### src/rtl/rob_ctrl.sv
// Reorder-buffer controller: in-order dual allocation, out-of-order completion tracking,
// dual in-order retirement aligned with the ROB RAM's registered read port.
module rob_ctrl #(
    parameter int unsigned WIDTH = 8,
    parameter int unsigned ADDR  = 4,
    parameter int unsigned DEPTH = 1 << ADDR
) (
    input  logic              clk,
    input  logic              reset,
    input  logic              alloc_req_0,
    input  logic              alloc_req_1,
    input  logic [WIDTH-1:0]  alloc_data_0,
    input  logic [WIDTH-1:0]  alloc_data_1,
    output logic              alloc_gnt_0,
    output logic              alloc_gnt_1,
    output logic [ADDR-1:0]   alloc_tag_0,
    output logic [ADDR-1:0]   alloc_tag_1,
    input  logic              cmpl_vld,
    input  logic [ADDR-1:0]   cmpl_tag,
    input  logic              retire_rdy,
    output logic              retire_vld_0,
    output logic              retire_vld_1,
    output logic [ADDR-1:0]   retire_tag_0,
    output logic [ADDR-1:0]   retire_tag_1,
    input  logic              flush,
    output logic [ADDR:0]     count,
    output logic              full,
    output logic              empty,
    output logic              ram_wr_en_0,
    output logic              ram_wr_en_1,
    output logic [ADDR-1:0]   ram_addr_in_0,
    output logic [ADDR-1:0]   ram_addr_in_1,
    output logic [WIDTH-1:0]  ram_data_in_0,
    output logic [WIDTH-1:0]  ram_data_in_1,
    output logic              ram_o_en_0,
    output logic              ram_o_en_1,
    output logic [ADDR-1:0]   ram_addr_out_0,
    output logic [ADDR-1:0]   ram_addr_out_1
);

    localparam int unsigned CW = ADDR + 1;

    logic [ADDR-1:0]  head, tail;
    logic [DEPTH-1:0] done;

    logic [ADDR-1:0]  head_p1, tail_p1, cmpl_ofs;
    logic [ADDR-1:0]  head_nxt, tail_nxt;
    logic [CW-1:0]    count_nxt;
    logic [DEPTH-1:0] done_nxt;
    logic             gnt0, gnt1, r0, r1, cmpl_hit;

    // Grants use the pre-retire count; flush suppresses everything in its cycle.
    always_comb begin
        head_p1   = head + ADDR'(1);
        tail_p1   = tail + ADDR'(1);
        gnt0      = alloc_req_0 & (count <= CW'(DEPTH - 1)) & ~flush;
        gnt1      = alloc_req_0 & alloc_req_1 & (count <= CW'(DEPTH - 2)) & ~flush;
        cmpl_ofs  = cmpl_tag - head;
        cmpl_hit  = cmpl_vld & ~flush & (CW'(cmpl_ofs) < count);
        r0        = retire_rdy & ~flush & (count != CW'(0)) & done[head];
        r1        = r0 & (count >= CW'(2)) & done[head_p1];

        done_nxt  = done;
        if (cmpl_hit) done_nxt[cmpl_tag] = 1'b1;
        if (gnt0)     done_nxt[tail]     = 1'b0;
        if (gnt1)     done_nxt[tail_p1]  = 1'b0;

        count_nxt = count + CW'(gnt0) + CW'(gnt1) - CW'(r0) - CW'(r1);
        tail_nxt  = tail + ADDR'(gnt0) + ADDR'(gnt1);
        head_nxt  = head + ADDR'(r0) + ADDR'(r1);
    end

    always_ff @(posedge clk or negedge reset) begin
        if (!reset) begin
            head         <= '0;
            tail         <= '0;
            count        <= '0;
            done         <= '0;
            retire_vld_0 <= 1'b0;
            retire_vld_1 <= 1'b0;
            retire_tag_0 <= '0;
            retire_tag_1 <= '0;
        end else if (flush) begin
            head         <= '0;
            tail         <= '0;
            count        <= '0;
            done         <= '0;
            retire_vld_0 <= 1'b0;
            retire_vld_1 <= 1'b0;
        end else begin
            head         <= head_nxt;
            tail         <= tail_nxt;
            count        <= count_nxt;
            done         <= done_nxt;
            retire_vld_0 <= r0;
            retire_vld_1 <= r1;
            // Tags hold their last retired value while nothing retires.
            if (r0) begin
                retire_tag_0 <= head;
                retire_tag_1 <= head_p1;
            end
        end
    end

    assign alloc_gnt_0    = gnt0;
    assign alloc_gnt_1    = gnt1;
    assign alloc_tag_0    = tail;
    assign alloc_tag_1    = tail_p1;
    assign full           = (count == CW'(DEPTH));
    assign empty          = (count == CW'(0));
    assign ram_wr_en_0    = gnt0;
    assign ram_wr_en_1    = gnt1;
    assign ram_addr_in_0  = tail;
    assign ram_addr_in_1  = tail_p1;
    assign ram_data_in_0  = alloc_data_0;
    assign ram_data_in_1  = alloc_data_1;
    assign ram_o_en_0     = r0;
    assign ram_o_en_1     = r1;
    assign ram_addr_out_0 = head;
    assign ram_addr_out_1 = head_p1;

endmodule
### config.mk
export PLATFORM = sky130hd
export DESIGN_NAME = rob_ctrl
export DESIGN_NICKNAME = d
export VERILOG_FILES = /design/src/rtl/rob_ctrl.sv
export SDC_FILE = /design/constraint.sdc
export NUM_CORES = 1
export LEC_CHECK = 0
export BUFFER_PORTS_ARGS = -buffer_cell sky130_fd_sc_hd__buf_2
export CAP_MARGIN = 20
export CORE_ASPECT_RATIO = 1.2
export CORE_MARGIN = 5
export CORE_UTILIZATION = 30
export DETAILED_ROUTE_END_ITERATION = 6
export PLACE_DENSITY_LB_ADDON = 0.3
export SETUP_SLACK_MARGIN = 0.3
export SYNTH_ARGS = -nofsm -noshare
export SYNTH_HDL_FRONTEND = slang
export SYNTH_SLANG_ARGS = --single-unit
### constraint.sdc
create_clock -name clk -period 4.5 [get_ports clk]
set_clock_uncertainty 0.15 [all_clocks]
set_input_delay 0.225 -clock clk [delete_from_list [all_inputs] [get_ports clk]]
set_output_delay 0.225 -clock clk [all_outputs]
set_load 0.02 [all_outputs]
Word level (Yosys, flattened, before mapping)
Cells that the tools add are included.

Bits in registers: 39. Bits of input ports: 27. Output and inout port bits: 63. Word-level logic and storage cells: 75.

Add/sub/neg operators: 11. Order comparisons: 12. Equality and inequality tests: 1. Muxes and demuxes: 19. Bitwise logic cells: 18. Reductions and logical operators: 6.

Operators by type and width (number): 2-to-1 mux 16 bit (4); AND 16 bit (2); NOT 16 bit (2); < comparator 4 x 5 -> 1 bit (second input constant) (5); adder 4 x 1 -> 4 bit (4); bitwise OR 16 bit (1); AND 1 bit (12); demux 1 bit (select 4 bit) (3); greater-or-equal comparator 4 x 1 -> 1 bit (second input constant) (3); adder 5 x 1 -> 5 bit (2); <= comparator 5 x 4 -> 1 bit (second input constant) (2); subtractor 5 x 1 -> 5 bit (2); adder 4 x 1 -> 4 bit (second input constant) (2); binary-select mux 1 bit (select 4 bit) (2); 2-to-1 mux 4 bit (2); 2-to-1 mux 1 bit (7); equality test 5 bit (second input constant) (1); greater-or-equal comparator 5 x 2 -> 1 bit (second input constant) (1); logical NOT 5 bit (1); < comparator 4 x 5 -> 1 bit (1); 2-to-1 mux 5 bit (1); nonzero test 5 bit (1); subtractor 4 bit (1); logical AND 1 bit (3); 2 further kinds (2).

Logic depth before layout (Yosys ltp)
Gate-level depths: netlist of the first run.

Word-level depth: 11. Depth in mapped cells: 18. Mapped depth without buffers: 17.

Worst setup path after synthesis of the first run
No wires, ideal clock.

Path kind: register to register. Start point: register count[2]. End point: register count[3]. Library setup time: 0.132 ns. Data arrival time: 3.897 ns. Data required time: 4.218 ns. Path slack: 0.322 ns. Cell stages (with the launch flop): 15. Buffers on the path: 1. Clock period less this slack: 4.178 ns. Path through: dfrtp_1 > inv_1 > ha_1 > nor4b_1 > nor3b_1 > and4b_1 > o21bai_4 > buf_6 > nor2b_1 > ha_1 > fa_1 > ha_1 > fa_1 > xor2_1 > nor2_1.

Elaborated cells on any way between the ends: 17. Classes of those cells: add/sub: 4; order compare: 3; mux: 1; bitwise: 8; reduce/logical: 1.

RTL lines: from (decl) (RTL line 26) `output logic [ADDR:0] count,`; from (signal assigned) (RTL line 93) `count <= count_nxt;`; nonzero test 5 bit (*) (RTL line 60) `r0 = retire_rdy & ~flush & (count != CW'(0)) & done[head];`; AND 1 bit (*) (2 in a row) (RTL line 60); net ram_o_en_0 (RTL line 35) `output logic ram_o_en_0,`; parallel branches: the longest is 2 deep, another holds subtractor 5 x 1 -> 5 bit; subtractor 5 x 1 -> 5 bit (*) (RTL line 68) `count_nxt = count + CW'(gnt0) + CW'(gnt1) - CW'(r0) - CW'(r1);`; 2-to-1 mux 5 bit (*) (RTL line 83) `end else if (flush) begin`.

Mark *: on every way through the listed nets, which the timed path passes. A chain may end at the register's enable or synchronous reset.

Worst setup path after layout of the first run
Start point: register count[2]. End point: register count[3].

Word-level cells in the longest chain between the ends: 8. Elaborated cells on any way between the ends: 17. Classes of those cells: add/sub: 4; order compare: 3; mux: 1; bitwise: 8; reduce/logical: 1.

Ends and longest elaborated chain: <= comparator 5 x 4 -> 1 bit (RTL line 56) `gnt0 = alloc_req_0 & (count <= CW'(DEPTH - 1)) & ~flush;`; AND 1 bit (2 in a row) (RTL line 56); adder 5 x 1 -> 5 bit (2 in a row) (RTL line 68); subtractor 5 x 1 -> 5 bit (RTL line 68); subtractor 5 x 1 -> 5 bit (*) (RTL line 68); 2-to-1 mux 5 bit (*) (RTL line 83).

Every way passes the cells marked *; elsewhere a longest branch is shown, timed or not.

==> results by group, run 1 <==
STA
  • Worst rel slew slack: between 30% and 40%
  • Fmax: approximately 0.26 GHz
  • Measured slew at the worst slew-check pin: 1.04 ns
  • RSZ-0062 raised after global routing: no
  • Final hold violation count: 0
  • Final Max Slew Viols: 0
  • Min cycle time layout: roughly 3.9 ns
  • Finish-stage setup viols: 0
  • Setup TNS: 0 ns
  • Tcrit/Tclk final: 86.2%

Min path
  • Hold crit path type: input port to flip-flop
  • Hold path startpoint: flush

Run status
  • Outcome: complete, no violations

Critical path
  • Critical Path Fanout Max: 13
  • First element of the critical path: count[2]
  • Worst-path cell chain: inv_1 > ha_1 > nor4b_1 > nor3b_1 > o211ai_1 > o21bai_4 > nor2b_1 > ha_1 > fa_1 > ha_1 > fa_1 > xor2_1 > nor2_1
  • Worst Setup Path Type: flip-flop to flip-flop
  • Slowest-stage cell, CP: dfrtp_1
  • Arrival @ worst endpoint: between 3 and 4 ns
  • Worst path required time: ~4.5 ns
  • Worst path max stage delay: approximately 0.43 ns
  • CP Launch Type: flip-flop
  • CP most frequent cell: ha_1
  • Worst r2r src: count[2]
  • Crit. End Element: flip-flop

Clock tree
  • CTS Buffer Depth: 2
  • Root buf cell: clkbuf_16
  • Sink Count: 39
  • CTS buffer count: 5
  • CTS-repair resized insts: 0
  • Worst skew pair latency: 0.28 ns
  • Clock-pin transition on the worst setup and hold timing paths: 0.06 ns
  • CTS tree: yes
  • H-Tree Depth: 2

Floorplanning
  • IO Pins: 90
  • Die height: about 120 um
  • Die area: 11,700 um2
  • Die width: between 90 and 100 um
  • Core Area: ~9500 um2
  • Floorplan row count: 39
  • Initial Util: between 30% and 40%

Global route
  • Initial antenna violation count: 0
  • Number of global-route vias before repair: 2,207
  • Congestion Overflow GR: 0
  • First-pass GRT wire length: 11,800 um
  • GR Util All Layers: between 10% and 20%
  • Pin count of the biggest net entering global routing: 40

Logic synthesis
  • Top-count cell post-synth: dfrtp_1
  • Sequential area share after synthesis: about a third
  • Count of state elements after synthesis: 39
  • Cells after synthesis: about 280
  • Synthesized area per cell: around 10 um2
  • Synth cell types: between 40 and 50
  • Asr flop ratio synth: 100%
  • Synth area leaders: dfrtp_1 (34%), ha_1 (10%), buf_4 (6.8%)
  • Top_reg_cell synth: dfrtp_1
  • Syn_nets: 332
  • EDFF count, synth: 0
  • Netlist Area Pre-Place: 2880 um2
  • Cell taking the most area after synthesis: dfrtp_1
  • Post-synth top cells: dfrtp_1 (39), buf_4 (26), ha_1 (23)
  • Syn. warnings: 0
  • Yosys top cell area share: between 30% and 40%

Place
  • HPWL after DPL: about 5600 um
  • Routability cong.: about 0.9
  • I/O Buffers: 57
  • Dpl cells: approximately 420

Final layout
  • Layout filler cell count: between 900 and 1k
  • Area grow syn2layout: 13.3%
  • Layout cells sized above 1: 28.4%
  • NumNets Final: 364
  • Diodes inserted: 0
  • Non-filler cells, final: 433

Route
  • Vias per cell: between 5 and 6
  • Wire per inst: between 15 and 20 um
  • Initial DRC Count: slightly below 90
  • Drt pass-1 iters: 4
  • Routed Antenna Nets: 0
  • Vias after detailed routing: around 2.2k
  • DRC viols: 0
  • Final wirelength: 7210 um

Job
  • # Max-Cap Violations: 0

Power
  • PnR Total Power: a little over 0.9 mW
  • Peak VDD IR: 0.121 mV
  • Power per cell area: between 200 and 300 nW/um2
  • Lkg Pwr: between 1.5 and 2 nW
placed cells by master (no fill, tap or decap), types with 2 or more instances in the layout:
master,count
a41oi_1,16
mux4_2,6
inv_1,18
mux2_4,5
nand2_1,10
dfrtp_1,39
ha_1,23
a2111oi_0,14
buf_4,3
nor2b_1,12
clkbuf_8,2
o22ai_1,4
clkbuf_16,5
buf_2,57
and3_1,4
xor2_1,6
nand3_1,7
mux2i_1,3
and2_1,4
a21oi_1,3
nor2_1,21
xnor2_1,7
nand2b_1,2
nor3_1,11
fa_1,5
mux2_2,5
registers in the layout, indices dropped and copies added, names as in the netlist:
name,cells
alloc_tag_0,4
count,5
done,16
ram_addr_out_0,4
retire_tag_0,4
retire_tag_1,4
retire_vld_0,1
retire_vld_1,1
layer usage:
layer / up-vias / wire [um] / global-route usage [%] / share of wire [%]
met5: - / 0 / 0 / 0
met4: 0 / 110 / 5.01 / 1.5
met3: 10 / 509 / 2.55 / 7.1
met2: 75 / 3390 / 20.9 / 47
met1: 1060 / 3200 / 17.2 / 44
li1: 1049 / - / - / -
through the flow:
step | util (%) | hold slack (ns) | setup slack (ns) | instance area, um2
floorplan | - | -0.221 | 0.322 | 2880
global placement | 32.7 | 0.251 | 0.657 | 3090
detailed placement | 32.7 | 0.255 | 0.593 | 3090
CTS | 34.4 | 0.297 | 0.569 | 3260
global route | 34.4 | 0.300 | 0.372 | 3260
finish | 34.4 | 0.295 | 0.622 | 3260
report_power, final:
part	leakage [nW]	switching (mW)	internal, mW	total [mW]
logic	0.909	0.123	0.0619	0.184
registers	0.537	0.0175	0.360	0.378
clock network	0.0772	0.136	0.236	0.372
total	1.52	0.276	0.658	0.934
logic make-up (layout without fill, tap and decap cells):
family / after synthesis / count (layout) / share of synthesized area [%]
and+or+nand+nor: 75 / 75 / 13.2
buffers and inverters: 55 / 88 / 11.0
AOI/OAI and AO/OA: 48 / 48 / 14.1
DFF: 39 / 39 / 33.9
adders and majority gates: 28 / 28 / 13.5
muxes: 19 / 19 / 10.3
xor gates and xnor gates: 13 / 13 / 3.96
cell type report:
| type | count | area (um2) | share of cell area, % |
|---|---|---|---|
| Clock buffer | 8 | 156 | 4.80 |
| Inverter | 19 | 71.3 | 2.19 |
| Multi-Input combinational cell | 183 | 1580 | 48.6 |
| Sequential cell | 39 | 976 | 30.0 |
| Tap cell | 123 | 154 | 4.72 |
| Timing Repair Buffer | 61 | 318 | 9.75 |
worst max-delay path, delay by kind of cell (launching register included):
family / cells / cell delay, ns
AOI/OAI and AO/OA: 2 / 0.67
xor gates and xnor gates: 1 / 0.14
adders and majority gates: 5 / 1.45
buffers and inverters: 1 / 0.16
DFF: 1 / 0.43
and+or+nand+nor: 4 / 0.76
worst paths after layout:
check                                  end  slack, ns  cells past startpoint
setup / recovery                  count[3]       0.62                     13
min in group asynchronous  retire_tag_0[1]       0.45                      2
max in group asynchronous          done[6]       3.21                      2
hold / removal             retire_tag_0[2]       0.30                      4
setup reg to reg                  count[3]       0.62                     13
hold reg to reg            retire_tag_1[0]       0.35                      1
what timing repair did:
action                     CTS  global route
buffers inserted             0             0
hold endpoints to repair    39             0
hold buffers                 1             0
setup endpoints to repair    0             0
Note: power is estimated with default switching activity, not from simulation.
==> run 2, diff against run 1 <==
- CORE_ASPECT_RATIO: 1.2 -> 0.9
- clock period: 4.5 -> 4 ns (I/O delays scaled with it)
==> results by group, run 2 (synthesized netlist as in run 1, its figures left out) <==
Run status
  • Outcome: complete, no violations

Floorplanning
  • Floorplan row count: 33
  • IO Pins: 90
  • Die width: around 110 um
  • Core Area: roughly 9000 um2
  • Die height: about 100 um
  • Initial Util: between 30% and 40%
  • Die area: 11,600 um2

Final layout
  • Most frequent cells in the layout: buf_2 (57), dfrtp_1 (37), ha_1 (22)
  • Finished Cell Area: 3300 um2
  • Most flop-heavy register: done
  • Max reg flops: 16
  • Register area: roughly 1000 um2
  • Diodes inserted: 0
  • Layout cells sized above 1: 32.2%
  • Regs by FF count: done x16, count x5
  • Layout filler cell count: about 950
  • Most common cell after layout, fill and taps aside: buf_2
  • NumNets Final: ~370
  • Non-filler cells, final: between 400 and 500
  • Area occupied by multi-input gates: between 1500 and 2000 um2
  • Area grow syn2layout: 14.6%
  • Final Core Density: between 30% and 40%

Critical path
  • Critical Path Fanout Max: 7
  • Arrival @ worst endpoint: about 3.6 ns
  • CP Launch Type: flip-flop
  • Slowest-stage cell, CP: mux4_2
  • Worst Setup Path Type: flip-flop to flip-flop
  • Worst path max stage delay: around 0.5 ns
  • Worst-path cell chain: ha_4 > mux4_2 > mux2_2 > nand3_1 > o31ai_1 > nor2b_1 > ha_1 > fa_1 > ha_1 > fa_1 > xor2_1 > nor2_1
  • Crit. End Element: flip-flop
  • Worst path required time: approximately 4.0 ns

STA
  • Finish-stage setup viols: 0
  • Worst rel slew slack: between 40% and 50%
  • Fmax: between 0.2 and 0.3 GHz
  • Final Max Slew Viols: 0
  • Min cycle time layout: ~3.5 ns
  • Tcrit/Tclk final: around 90%
  • RSZ-0062 raised after global routing: no
  • Setup ws final: approximately 0.45 ns
  • Final hold violation count: 0
  • Setup TNS: 0 ns
  • Measured slew at the worst slew-check pin: 0.886 ns

Job
  • # Max-Cap Violations: 0

Power
  • Lkg Pwr: around 1.6 nW
  • Logic pwr share: approximately 25%
  • Flop pwr share: between 40 and 50%
  • Power per cell area: 280 nW/um2
  • Clock network power share: a little under 30%
  • Internal: a little over 0.6 mW
  • NetSw: about 0.31 mW
  • Switching Share: around a third
  • Peak VDD IR: 0.118 mV

Place
  • Dpl cell area: 3150 um2
  • Routability cong.: between 0.8 and 0.9
  • I/O Buffers: 57
  • HPWL after DPL: around 6000 um
  • Dpl cells: around 430
  • Pre-CTS setup slack: between 0.3 and 0.4 ns

Global route
  • Initial antenna violation count: 0
  • GR Util All Layers: between 10 and 15%
  • First-pass GRT wire length: around 12,000 um
  • Pin count of the biggest net entering global routing: 40
  • Number of global-route vias before repair: approximately 2.3k
  • Congestion Overflow GR: 0

Route
  • Final wirelength: 7780 um
  • Vias per cell: about 5.2
  • DRC viols: 0
  • Vias after detailed routing: 2,277
  • Drt pass-1 iters: 4
  • Initial DRC Count: around 170
  • Wire per inst: ~18 um
  • Routed Antenna Nets: 0

Min path
  • Hold crit path type: input port to flip-flop

Clock tree
  • H-Tree Depth: 2
  • CTS tree: yes
  • Sink Count: 39
  • Worst skew pair latency: about 0.30 ns
  • CTS Buffer Depth: 2
  • Root buf cell: clkbuf_8
  • CTS buffer count: 5
  • Clock-pin transition on the worst setup and hold timing paths: 0.08 ns
run 2: path summary, 6_finish.rpt:
kind,start,to,slack (ns),depth (start not counted)
max,ram_addr_out_0[0],count[3],0.45,12
min,flush,count[4],0.1,2
max reg2reg,ram_addr_out_0[0],count[3],0.45,12
max in group asynchronous,reset,ram_addr_out_0[1],2.67,2
min in group asynchronous,reset,count[4],0.41,2
min reg2reg,retire_tag_1[0],retire_tag_1[0],0.36,1
run 2: critical path: cells and delay by family (launching register included):
kind,cells,cell delay (ns)
adder cells (fa/ha/maj),5,1.55
multiplexers,2,0.77
flip-flops,1,0.47
AND/OR/NAND/NOR,3,0.27
XOR/XNOR,1,0.13
AO/OA/AOI/OAI,1,0.10
run 2: power groups by stage:
| stage | Clock, mW | Combinational [mW] | Sequential [mW] |
|---|---|---|---|
| 3_5_place_dp | 0 | 0.227 | 0.431 |
| 3_3_place_gp | 0 | 0.227 | 0.431 |
| 2_1_floorplan | 0 | 0.168 | 0.440 |
| 4_1_cts | 0.281 | 0.229 | 0.424 |
| 6_report | 0.271 | 0.228 | 0.423 |
| 5_1_grt | 0.296 | 0.253 | 0.426 |
run 2: metrics by stage:
step / hold slack (ns) / total power, mW
floorplan: -0.246 / 0.608
global placement: 0.211 / 0.658
detailed placement: 0.236 / 0.658
CTS: 0.0951 / 0.934
global route: 0.109 / 0.974
finish: 0.0969 / 0.922
run 2: per-layer routing:
metal  global-route usage, %  up-vias  part of all wire [%]
met5                       0        -                     0
met3                    2.99       13                   7.5
met1                    19.5     1118                    47
met2                    21.2       79                    44
met4                    2.77        0                  0.93
li1                        -     1067                     -
run 2: layout make-up:
type	count	share of cell area (%)
inverter	19	2.16
clock buffer	6	2.20
sequential	39	29.7
timing repair buffer	71	11.9
tap	122	4.63
multi-input combinational	183	49.0
clock inverter	2	0.380
run 2: timing repair:
action,in CTS,in global routing
buffers inserted,0,6
resized for setup,0,2
endpoints found under the setup margin,0,5
endpoints found under the hold margin,39,0
hold buffers,1,0
